`src/rtl/sfp_frame_handler_if.sv`:
```
// Aurora-side AXIS bundle for sfp_frame_handler: TX master beats out, RX beats in.
// The master modport is the frame handler; the slave modport is the Aurora core side.
interface sfp_frame_handler_if #(
   parameter int unsigned C_AXIS_TDATA_WIDTH = 64
);
   logic [C_AXIS_TDATA_WIDTH-1:0] o_m_axis_tdata;
   logic                          o_m_axis_tvalid;
   logic                          o_m_axis_tlast;
   logic                          i_m_axis_tready;
   logic [C_AXIS_TDATA_WIDTH-1:0] i_s_axis_tdata;
   logic                          i_s_axis_tvalid;
   logic                          i_s_axis_tlast;

   modport master (
      output o_m_axis_tdata,
      output o_m_axis_tvalid,
      output o_m_axis_tlast,
      input  i_m_axis_tready,
      input  i_s_axis_tdata,
      input  i_s_axis_tvalid,
      input  i_s_axis_tlast
   );

   modport slave (
      input  o_m_axis_tdata,
      input  o_m_axis_tvalid,
      input  o_m_axis_tlast,
      output i_m_axis_tready,
      output i_s_axis_tdata,
      output i_s_axis_tvalid,
      output i_s_axis_tlast
   );
endinterface

```
`src/rtl/sfp_frame_handler.sv`:
```
// SFP start/end-flag bridge between MPS_Core and Aurora: serialises TX words into AXIS beats and
// reassembles RX beats into words. Define SFP_LOOPBACK_EN to add the internal TX->RX loopback.
module sfp_frame_handler #(
   parameter int unsigned C_AXIS_TDATA_WIDTH = 64,
   parameter int unsigned C_NUMBER_OF_FRAME  = 2,
   parameter int unsigned C_DATA_FRAME_BIT   = C_AXIS_TDATA_WIDTH * C_NUMBER_OF_FRAME,
   parameter int unsigned C_RX_TIMEOUT       = 1000
) (
   input  logic                        i_clk,
   input  logic                        i_rst,
   input  logic                        i_channel_up,
`ifdef SFP_LOOPBACK_EN
   input  logic                        i_loopback,
`endif
   input  logic                        i_tx_start_flag,
   input  logic [C_DATA_FRAME_BIT-1:0] i_tx_data,
   sfp_frame_handler_if.master         axis,
   output logic [C_DATA_FRAME_BIT-1:0] o_rx_data,
   output logic                        o_rx_end_flag,
   output logic                        o_tx_busy,
   output logic                        o_tx_overrun,
   output logic                        o_rx_err
);

   localparam int unsigned W    = C_AXIS_TDATA_WIDTH;
   localparam int unsigned N    = C_NUMBER_OF_FRAME;
   localparam int unsigned CntW = (N > 1) ? $clog2(N) : 1;
   localparam int unsigned TmrW = $clog2(C_RX_TIMEOUT + 1);
   localparam logic [CntW-1:0] LastIdx = CntW'(N - 1);
   localparam logic [TmrW-1:0] TmrMax  = TmrW'(C_RX_TIMEOUT - 1);

   typedef enum logic [1:0] {TxIdle, TxSend, TxDone} tx_state_e;
   typedef enum logic {RxIdle, RxCollect} rx_state_e;

   tx_state_e                 tx_state_q;
   logic                      start_q, start_prev_q;
   logic [C_DATA_FRAME_BIT-1:0] shadow_q;
   logic [CntW-1:0]           beat_q;
   logic [W-1:0]              tdata_q;
   logic                      tvalid_q, tlast_q, overrun_q;

   rx_state_e                 rx_state_q;
   logic [C_DATA_FRAME_BIT-1:0] asm_q, rx_data_q, rx_word;
   logic [CntW-1:0]           rx_cnt_q, rx_idx, beat_nxt;
   logic [TmrW-1:0]           timer_q;
   logic                      rx_end_q, rx_err_q, rx_timeout;

   logic                      tready_int, tx_accept, start_edge;
   logic                      rx_valid, rx_last;
   logic [W-1:0]              rx_beat;

`ifdef SFP_LOOPBACK_EN
   // Loopback hides TX from the link and feeds accepted beats straight into RX.
   assign tready_int           = i_loopback ? 1'b1 : axis.i_m_axis_tready;
   assign axis.o_m_axis_tvalid = tvalid_q & ~i_loopback;
   assign rx_valid             = i_loopback ? tx_accept : axis.i_s_axis_tvalid;
   assign rx_last              = i_loopback ? tlast_q   : axis.i_s_axis_tlast;
   assign rx_beat              = i_loopback ? tdata_q   : axis.i_s_axis_tdata;
`else
   assign tready_int           = axis.i_m_axis_tready;
   assign axis.o_m_axis_tvalid = tvalid_q;
   assign rx_valid             = axis.i_s_axis_tvalid;
   assign rx_last              = axis.i_s_axis_tlast;
   assign rx_beat              = axis.i_s_axis_tdata;
`endif

   assign axis.o_m_axis_tdata = tdata_q;
   assign axis.o_m_axis_tlast = tlast_q;
   assign tx_accept           = tvalid_q & tready_int;
   assign start_edge          = start_q & ~start_prev_q;
   assign beat_nxt            = beat_q + 1'b1;

   assign o_rx_data     = rx_data_q;
   assign o_rx_end_flag = rx_end_q;
   assign o_tx_busy     = (tx_state_q != TxIdle);
   assign o_tx_overrun  = overrun_q;
   assign o_rx_err      = rx_err_q;

   always_ff @(posedge i_clk) begin
      if (i_rst) begin
         tx_state_q   <= TxIdle;
         start_q      <= 1'b0;
         start_prev_q <= 1'b0;
         shadow_q     <= '0;
         beat_q       <= '0;
         tdata_q      <= '0;
         tvalid_q     <= 1'b0;
         tlast_q      <= 1'b0;
         overrun_q    <= 1'b0;
      end else begin
         start_q      <= i_tx_start_flag;
         start_prev_q <= start_q;
         overrun_q    <= 1'b0;
         unique case (tx_state_q)
            TxIdle: begin
               if (start_edge && i_channel_up) begin
                  shadow_q   <= i_tx_data;
                  beat_q     <= '0;
                  tdata_q    <= i_tx_data[W-1:0];
                  tvalid_q   <= 1'b1;
                  tlast_q    <= (N == 1);
                  tx_state_q <= TxSend;
               end else if (start_edge) begin
                  overrun_q  <= 1'b1;
               end
            end
            TxSend: begin
               if (start_edge) overrun_q <= 1'b1;
               if (!i_channel_up) begin
                  tvalid_q   <= 1'b0;
                  tlast_q    <= 1'b0;
                  tx_state_q <= TxIdle;
               end else if (tx_accept) begin
                  if (beat_q == LastIdx) begin
                     tvalid_q   <= 1'b0;
                     tlast_q    <= 1'b0;
                     tx_state_q <= TxDone;
                  end else begin
                     beat_q  <= beat_nxt;
                     tdata_q <= shadow_q[beat_nxt*W +: W];
                     tlast_q <= (beat_nxt == LastIdx);
                  end
               end
            end
            TxDone: begin
               if (start_edge) overrun_q <= 1'b1;
               tx_state_q <= TxIdle;
            end
            default: tx_state_q <= TxIdle;
         endcase
      end
   end

   // A beat landing on the timeout cycle restarts assembly at slot 0.
   always_comb begin
      rx_timeout = (rx_state_q == RxCollect) && (timer_q == TmrMax);
      rx_idx     = rx_timeout ? '0 : rx_cnt_q;
      rx_word    = asm_q;
      rx_word[rx_idx*W +: W] = rx_beat;
   end

   always_ff @(posedge i_clk) begin
      if (i_rst) begin
         rx_state_q <= RxIdle;
         asm_q      <= '0;
         rx_data_q  <= '0;
         rx_cnt_q   <= '0;
         timer_q    <= '0;
         rx_end_q   <= 1'b0;
         rx_err_q   <= 1'b0;
      end else begin
         rx_end_q <= 1'b0;
         rx_err_q <= 1'b0;
         if (!i_channel_up) begin
            if (rx_state_q == RxCollect) rx_err_q <= 1'b1;
            rx_state_q <= RxIdle;
            rx_cnt_q   <= '0;
            timer_q    <= '0;
         end else begin
            if (rx_timeout) rx_err_q <= 1'b1;
            if (rx_valid) begin
               timer_q <= '0;
               if (rx_idx == LastIdx) begin
                  rx_state_q <= RxIdle;
                  rx_cnt_q   <= '0;
                  if (rx_last) begin
                     rx_data_q <= rx_word;
                     rx_end_q  <= 1'b1;
                  end else begin
                     rx_err_q  <= 1'b1;
                  end
               end else if (rx_last) begin
                  rx_state_q <= RxIdle;
                  rx_cnt_q   <= '0;
                  rx_err_q   <= 1'b1;
               end else begin
                  asm_q      <= rx_word;
                  rx_cnt_q   <= rx_idx + 1'b1;
                  rx_state_q <= RxCollect;
               end
            end else if (rx_timeout) begin
               rx_state_q <= RxIdle;
               rx_cnt_q   <= '0;
               timer_q    <= '0;
            end else if (rx_state_q == RxCollect) begin
               timer_q <= timer_q + 1'b1;
            end
         end
      end
   end

endmodule

```
`src/flat_wrapper.sv`:
```
// flat-port wrapper written by rule: the top's interface ports become plain ports
module sfp_frame_handler_flat 
#(
   parameter int unsigned C_AXIS_TDATA_WIDTH = 64,
   parameter int unsigned C_NUMBER_OF_FRAME  = 2,
   parameter int unsigned C_DATA_FRAME_BIT   = C_AXIS_TDATA_WIDTH * C_NUMBER_OF_FRAME,
   parameter int unsigned C_RX_TIMEOUT       = 1000
)
  (i_clk, i_rst, i_channel_up, i_tx_start_flag, i_tx_data, o_rx_data, o_rx_end_flag, o_tx_busy, o_tx_overrun, o_rx_err, axis_o_m_axis_tdata, axis_o_m_axis_tvalid, axis_o_m_axis_tlast, axis_i_m_axis_tready, axis_i_s_axis_tdata, axis_i_s_axis_tvalid, axis_i_s_axis_tlast);
  sfp_frame_handler_if #(.C_AXIS_TDATA_WIDTH(C_AXIS_TDATA_WIDTH)) axis_i ();
  input  logic i_clk;
  input  logic i_rst;
  input  logic i_channel_up;
  input  logic i_tx_start_flag;
  input  logic [C_DATA_FRAME_BIT-1:0] i_tx_data;
  output logic [C_DATA_FRAME_BIT-1:0] o_rx_data;
  output logic o_rx_end_flag;
  output logic o_tx_busy;
  output logic o_tx_overrun;
  output logic o_rx_err;
  output wire logic [$bits(axis_i.o_m_axis_tdata)-1:0] axis_o_m_axis_tdata;
  output wire logic [$bits(axis_i.o_m_axis_tvalid)-1:0] axis_o_m_axis_tvalid;
  output wire logic [$bits(axis_i.o_m_axis_tlast)-1:0] axis_o_m_axis_tlast;
  input wire logic [$bits(axis_i.i_m_axis_tready)-1:0] axis_i_m_axis_tready;
  input wire logic [$bits(axis_i.i_s_axis_tdata)-1:0] axis_i_s_axis_tdata;
  input wire logic [$bits(axis_i.i_s_axis_tvalid)-1:0] axis_i_s_axis_tvalid;
  input wire logic [$bits(axis_i.i_s_axis_tlast)-1:0] axis_i_s_axis_tlast;
  assign axis_o_m_axis_tdata = axis_i.o_m_axis_tdata;
  assign axis_o_m_axis_tvalid = axis_i.o_m_axis_tvalid;
  assign axis_o_m_axis_tlast = axis_i.o_m_axis_tlast;
  assign axis_i.i_m_axis_tready = axis_i_m_axis_tready;
  assign axis_i.i_s_axis_tdata = axis_i_s_axis_tdata;
  assign axis_i.i_s_axis_tvalid = axis_i_s_axis_tvalid;
  assign axis_i.i_s_axis_tlast = axis_i_s_axis_tlast;
  sfp_frame_handler #(.C_AXIS_TDATA_WIDTH(C_AXIS_TDATA_WIDTH), .C_NUMBER_OF_FRAME(C_NUMBER_OF_FRAME), .C_DATA_FRAME_BIT(C_DATA_FRAME_BIT), .C_RX_TIMEOUT(C_RX_TIMEOUT)) u_core (.i_clk(i_clk), .i_rst(i_rst), .i_channel_up(i_channel_up), .i_tx_start_flag(i_tx_start_flag), .i_tx_data(i_tx_data), .axis(axis_i), .o_rx_data(o_rx_data), .o_rx_end_flag(o_rx_end_flag), .o_tx_busy(o_tx_busy), .o_tx_overrun(o_tx_overrun), .o_rx_err(o_rx_err));
endmodule
```
`config.mk`:
```
export PLATFORM = sky130hd
export DESIGN_NAME = sfp_frame_handler_flat
export DESIGN_NICKNAME = d
export VERILOG_FILES = /design/src/rtl/sfp_frame_handler_if.sv /design/src/rtl/sfp_frame_handler.sv /design/src/flat_wrapper.sv
export SDC_FILE = /design/constraint.sdc
export NUM_CORES = 1
export LEC_CHECK = 0
export ABC_AREA = 1
export ABC_CLOCK_PERIOD_IN_PS = 1500
export CORE_MARGIN = 3
export CORE_UTILIZATION = 24
export DETAILED_ROUTE_END_ITERATION = 8
export GPL_TIMING_DRIVEN = 0
export SLEW_MARGIN = 5
export SYNTH_ARGS = -nofsm -noshare
export SYNTH_HDL_FRONTEND = slang
export SYNTH_SLANG_ARGS = --single-unit
```
`constraint.sdc`:
```
create_clock -name i_clk -period 1.5 [get_ports i_clk]
set_input_delay 0.3 -clock i_clk [delete_from_list [all_inputs] [get_ports i_clk]]
set_output_delay 0.3 -clock i_clk [all_outputs]
set_load 0.05 [all_outputs]
```
Word level (Yosys, flattened, before mapping)
Cells that the tools add are included.

cells by class
  add/subtract/negate cells = 4
  multiply operators = 0
  div/mod/pow operators = 0
  magnitude comparators = 0
  equal/unequal tests = 9
  shift operators = 3
  mux-type cells = 44
  bitwise logic cells = 7
  reductions and logical operators = 18

operators by type and width
  cell                         number
  $mux W64                     4
  $bwmux W128                  1
  $pmux W64 S2                 1
  $shift A64 B34 Y128 const A  1
  $shiftx A128 B8 Y64          1
  $shiftx A64 B34 Y128         1
  $neg A7 Y34                  1
  $mux W1                      29
  $reduce_and A4 Y1            4
  $add A10 B1 Y10 const B      1
  $eq A10 B10 Y1 const B       1
  $mux W2                      4
  $pmux W1 S2                  4
  $reduce_or A4 Y1             2
  $ne A3 B2 Y1 const B         2
  $reduce_and A3 Y1            2
  $reduce_bool A2 Y1           3
  $not A1 Y1                   5
  $reduce_and A5 Y1            1
  $ne A2 B1 Y1 const B         2
  $ne A2 B2 Y1 const B         2
  $pmux W2 S2                  1
  $reduce_or A2 Y1             2
  $add A1 B1 Y1 const B        2
  6 further kinds              8

word-level totals
  register bits after elaboration = 470
  latch bits = 0
  memory bits (writable) = 0
  bits in read-only memories = 0
  bits of input ports = 199
  output and inout port bits = 198
  logic and storage cells = 101
  memories = 0

Depth between registers and ports, before layout
  word-level depth = 7
  mapped depth = 12
  mapped depth without buffers = 10

Least setup slack after synthesis
OpenSTA, ideal clock, no wires.

  path type = flip-flop to flip-flop
  start point = reg u_core.timer_q[0]
  end point = reg u_core.asm_q[17]
  setup time = 0.114 ns
  arrival time = 1.550 ns
  data required time = 1.386 ns
  path slack = -0.164 ns
  stages on the path, launching flop included = 11
  path buffers = 2
  period minus slack after synthesis = 1.664 ns
  cell sequence = dfxtp_1 -> ha_1 -> inv_1 -> nor2_1 -> nand3_4 -> nand2_2 -> nand3b_2 -> buf_6 -> buf_2 -> a21oi_1 -> nor2_1

between the ends
  word-level cells in the longest chain between the ends = 6
  elaborated cells between the ends (all ways) = 9
  those cells by class = add/sub (1); eq/ne (1); shift (2); mux (2); bitwise (1); reduce/logical (2)

RTL lines
  element                                                             RTL line                  RTL
  from (decl)                                                         sfp_frame_handler.sv:45   logic [TmrW-1:0] timer_q;
  from (signal assigned)                                              sfp_frame_handler.sv:186  timer_q <= timer_q + 1'b1;
  $eq A10 B10 Y1 *                                                    sfp_frame_handler.sv:136  rx_timeout = (rx_state_q == RxCollect) && (timer_q == TmrMax);
  $logic_and A1 B1 Y1 *                                               sfp_frame_handler.sv:136
  $mux W1 *                                                           --
  $neg A7 Y34                                                         sfp_frame_handler.sv:139  rx_word[rx_idx*W +: W] = rx_beat;
  $shiftx A64 B34 Y128 / $shift A64 B34 Y128 (equally long branches)  sfp_frame_handler.sv:139
  $bwmux W128                                                         sfp_frame_handler.sv:139
  to (signal assigned)                                                sfp_frame_handler.sv:177  asm_q <= rx_word;
  to (decl)                                                           sfp_frame_handler.sv:43   logic [C_DATA_FRAME_BIT-1:0] asm_q, rx_data_q, rx_word;

Mark *: on every way between the ends. The rest lies on a longest branch, timed or not.
A chain may end at the register's enable or synchronous reset.

Worst setup path after layout
  start point = reg u_core.timer_q[1]
  end point = reg u_core.asm_q[1]

The elaborated chain is that of the path after synthesis.

==> flow_summary.json <==
{
  "irDropWorstVdd_uv": 1360,
  "die_area_um2": 86400,
  "hpwl_um": 56000,
  "crit_path_end": "u_core.asm_q[1]$_SDFFE_PP0P_",
  "async_flop_share": 0,
  "antenna_found_initial": 18,
  "post-route-util": 0.413,
  "finalNetCount": 3638,
  "crit_fanout": 6,
  "cp_data_arrival_time_ns": 2.31,
  "cts.htree.levels": 2,
  "cts_buffers": 56,
  "max_freq_mhz": 543,
  "grt_max_degree": 15,
  "worst-setup-path-type": "reg2reg",
  "synth_flop_cell": "dfxtp_1",
  "power.share.sequential": 0.311,
  "status": "finished, violations left",
  "drv_slew": 0,
  "synth_area_leader_cell": "dfxtp_1",
  "synthesis.nets": 3058,
  "switching_share": 0.364,
  "worst_ep_required_time_ns": 1.97,
  "ant_nets": 0,
  "power_mw": 47.4,
  "track_usage": 0.174,
  "postLayoutCellArea_um2": 33600,
  "drcViolationCount": 0,
  "synth_edf_count": 0,
  "hold_class": "in2reg",
  "viasPerCell": 4.53,
  "path_clk_slew_ns": 0.06,
  "ioPinCount": 397,
  "ctsHoldBuffers": 0,
  "rows": 104,
  "grt_pass1_wl_um": 116000,
  "fp.dieH_um": 294,
  "root_buffer": "clkbuf_16",
  "syn-cell-area_um2": 19900,
  "drt-pass1-iter-count": 6,
  "reg2reg_to": "u_core.asm_q[1]$_SDFFE_PP0P_",
  "final_layout_size_suffix_gt1_frac": 0.338,
  "cts.path.max_buffers": 3,
  "postSynthAreaPerCell_um2": 6.97,
  "p_per_area_nw_per_um2": 1410,
  "period_share": 1.23,
  "period_minus_slack_ns": 1.84,
  "internal_power_mw": 30.2,
  "max-slew-margin-rel": 0.410,
  "combPwrFrac": 0.399,
  "synth.most_common_cell": "nand2_1",
  "place_congestion": 0.842,
  "leakagePower_nw": 14.4,
  "max-cap-violations": 0,
  "ys_ff_latch": 470,
  "synth_seq_area_share": 0.473,
  "synth_cells": 2855,
  "fp.coreArea_um2": 81300,
  "drt_iter0_markers": 1025,
  "cts_tree": "done",
  "tns_ns": -69.66,
  "reg2reg_depth": 12,
  "setup_viol": 397,
  "vias": 20597,
  "r2r-start": "u_core.timer_q[1]$_SDFFE_PP0P_",
  "violations": "negative setup slack",
  "cts_num_sinks": 470,
  "synth_cell_type_count": 30,
  "yosys-top-cells-area": "dfxtp_1 47%, nand2_1 13%, inv_1 7.5%",
  "startpoint_type": "register",
  "netlist.area_leader.share": 0.473,
  "drt-wirelength-per-cell_um": 18.7,
  "p_clk_frac": 0.290,
  "worst_slack_ns": -0.341,
  "area_growth_pct": 68.5,
  "critPathLaunch": "u_core.timer_q[1]$_SDFFE_PP0P_",
  "die_x_um": 294,
  "clk_latency_ns": 0.61,
  "post_dp_cell_area_um2": 25400,
  "grt_pass1_vias": 19223,
  "yosys_warnings": 0,
  "portBuffers": 395,
  "tightest_slew_ns": 0.885,
  "start_util": 0.245,
  "rsz0062_at_grt": "yes",
  "p_sw_mw": 17.2,
  "synth.top_cells.by_count": "688 x nand2_1, 470 x dfxtp_1, 399 x inv_1, 344 x nor2_1, 268 x a21oi_1",
  "cp-end-kind": "register",
  "drt-total-wl_um": 84900,
  "grt.overflow.total": 0,
  "final-hold-violation-count": 0,
  "worst-r2r-setup-slack_ns": -0.34,
  "skew_ns": 0.0292
}
## cells in the final DEF, fill, tap and decap left out, types with 75 or more instances in the layout
master / instances
nand2_1: 563
nand2_2: 78
nor2_1: 284
dfxtp_1: 419
clkdlybuf4s50_1: 196
buf_12: 82
o21ai_0: 96
buf_6: 117
inv_1: 387
a21oi_1: 121
a21oi_2: 143
buf_4: 112
clkbuf_16: 100
o21ai_2: 75
## kinds of logic (layout without fill, tap and decap cells)
| family | Yosys count | after routing | share of synthesized area |
|---|---|---|---|
| fa+ha+maj | 4 | 4 | 0.00251 |
| simple gates | 1178 | 1178 | 0.233 |
| other cells | 0 | 7 | 0 |
| xor+xnor | 2 | 2 | 0.000880 |
| buf+inv | 601 | 1222 | 0.123 |
| compound gates | 600 | 600 | 0.167 |
| flops | 470 | 470 | 0.473 |
## flip-flops by register name, summed over array words and instances (netlist names)
signal	flops
u_core.axis.o_m_axis_tdata	64
u_core.o_rx_err	1
u_core.asm_q	128
u_core.rx_state_q	1
u_core.timer_q	10
u_core.axis.o_m_axis_tlast	1
u_core.axis.o_m_axis_tvalid	1
u_core.tx_state_q	2
u_core.start_prev_q	1
u_core.o_tx_overrun	1
u_core.o_rx_data	128
u_core.o_rx_end_flag	1
u_core.rx_cnt_q	1
u_core.beat_q	1
u_core.start_q	1
u_core.shadow_q	128
## power groups by stage
stage                     sequential, mW  combinational [mW]  clock [mW]
after floorplan                     17.8                5.03           0
after global routing                14.9                19.9        14.5
after detailed placement            14.8                12.8           0
final                               14.8                18.9        13.7
after global placement              14.8                12.7           0
after CTS                           14.6                15.0        14.0
## worst min path at each step
stage | start | to | slack [ns] | depth (start not counted)
CTS | i_rst | u_core.o_rx_end_flag$_SDFF_PP0_ | 0.24 | 4
global route | i_rst | u_core.o_rx_end_flag$_SDFF_PP0_ | 0.30 | 4
floorplan | u_core.start_prev_q$_SDFF_PP0_ | u_core.o_tx_overrun$_SDFF_PP0_ | 0.40 | 1
global placement | u_core.asm_q[77]$_SDFFE_PP0P_ | u_core.asm_q[77]$_SDFFE_PP0P_ | 0.41 | 2
detailed placement | u_core.asm_q[124]$_SDFFE_PP0P_ | u_core.asm_q[124]$_SDFFE_PP0P_ | 0.41 | 2
finish | i_rst | u_core.o_rx_end_flag$_SDFF_PP0_ | 0.27 | 4
## critical path, stage by stage, from the launching register on
cell and delay (ns):
dfxtp_2 0.35, ha_4 0.14, inv_2 0.04, nor2_4 0.11, nand3_4 0.13, nand2_8 0.14
buf_12 0.13, buf_16 0.15, buf_8 0.13, buf_12 0.14, o21ai_4 0.06, nor2_1 0.14
nor2_1 0.07
## routing by layer
layer | track usage | share of wire | vias up
li1 | - | - | 10108
met1 | 0.213 | 0.41 | 9705
met2 | 0.295 | 0.48 | 593
met3 | 0.0509 | 0.074 | 173
met4 | 0.0510 | 0.034 | 18
met5 | 0 | 0.0014 | -
## final cells by class
type / count / area [um2]
Tap cell: 1060 / 1330
Multi-Input combinational cell: 1784 / 10900
Antenna cell: 7 / 17.5
Buffer: 187 / 2090
Sequential cell: 470 / 9480
Clock inverter: 20 / 256
Inverter: 402 / 1520
Clock buffer: 79 / 1560
Timing Repair Buffer: 534 / 6360
Fill cell: 8003 / 47800
## timing repair
action / CTS / global route
endpoints found under the setup margin: 641 / 611
pin swaps: 33 / 212
gates cloned: 24 / 44
setup buffers: 44 / 37
resized for setup: 918 / 1803
endpoints found under the hold margin: 0 / 0
## metrics by stage
| stage | hold slack [ns] | setup slack (ns) | std cells |
|---|---|---|---|
| finish | 0.269 | -0.341 | 4543 |
| global route | 0.300 | -0.417 | 4539 |
| CTS | 0.242 | -0.317 | 4476 |
| detailed placement | 0.412 | -2.32 | 4310 |
| global placement | 0.410 | -2.32 | 4310 |
| floorplan | 0.399 | -0.0313 | 2855 |
Note: power is estimated with default switching activity, not from simulation.
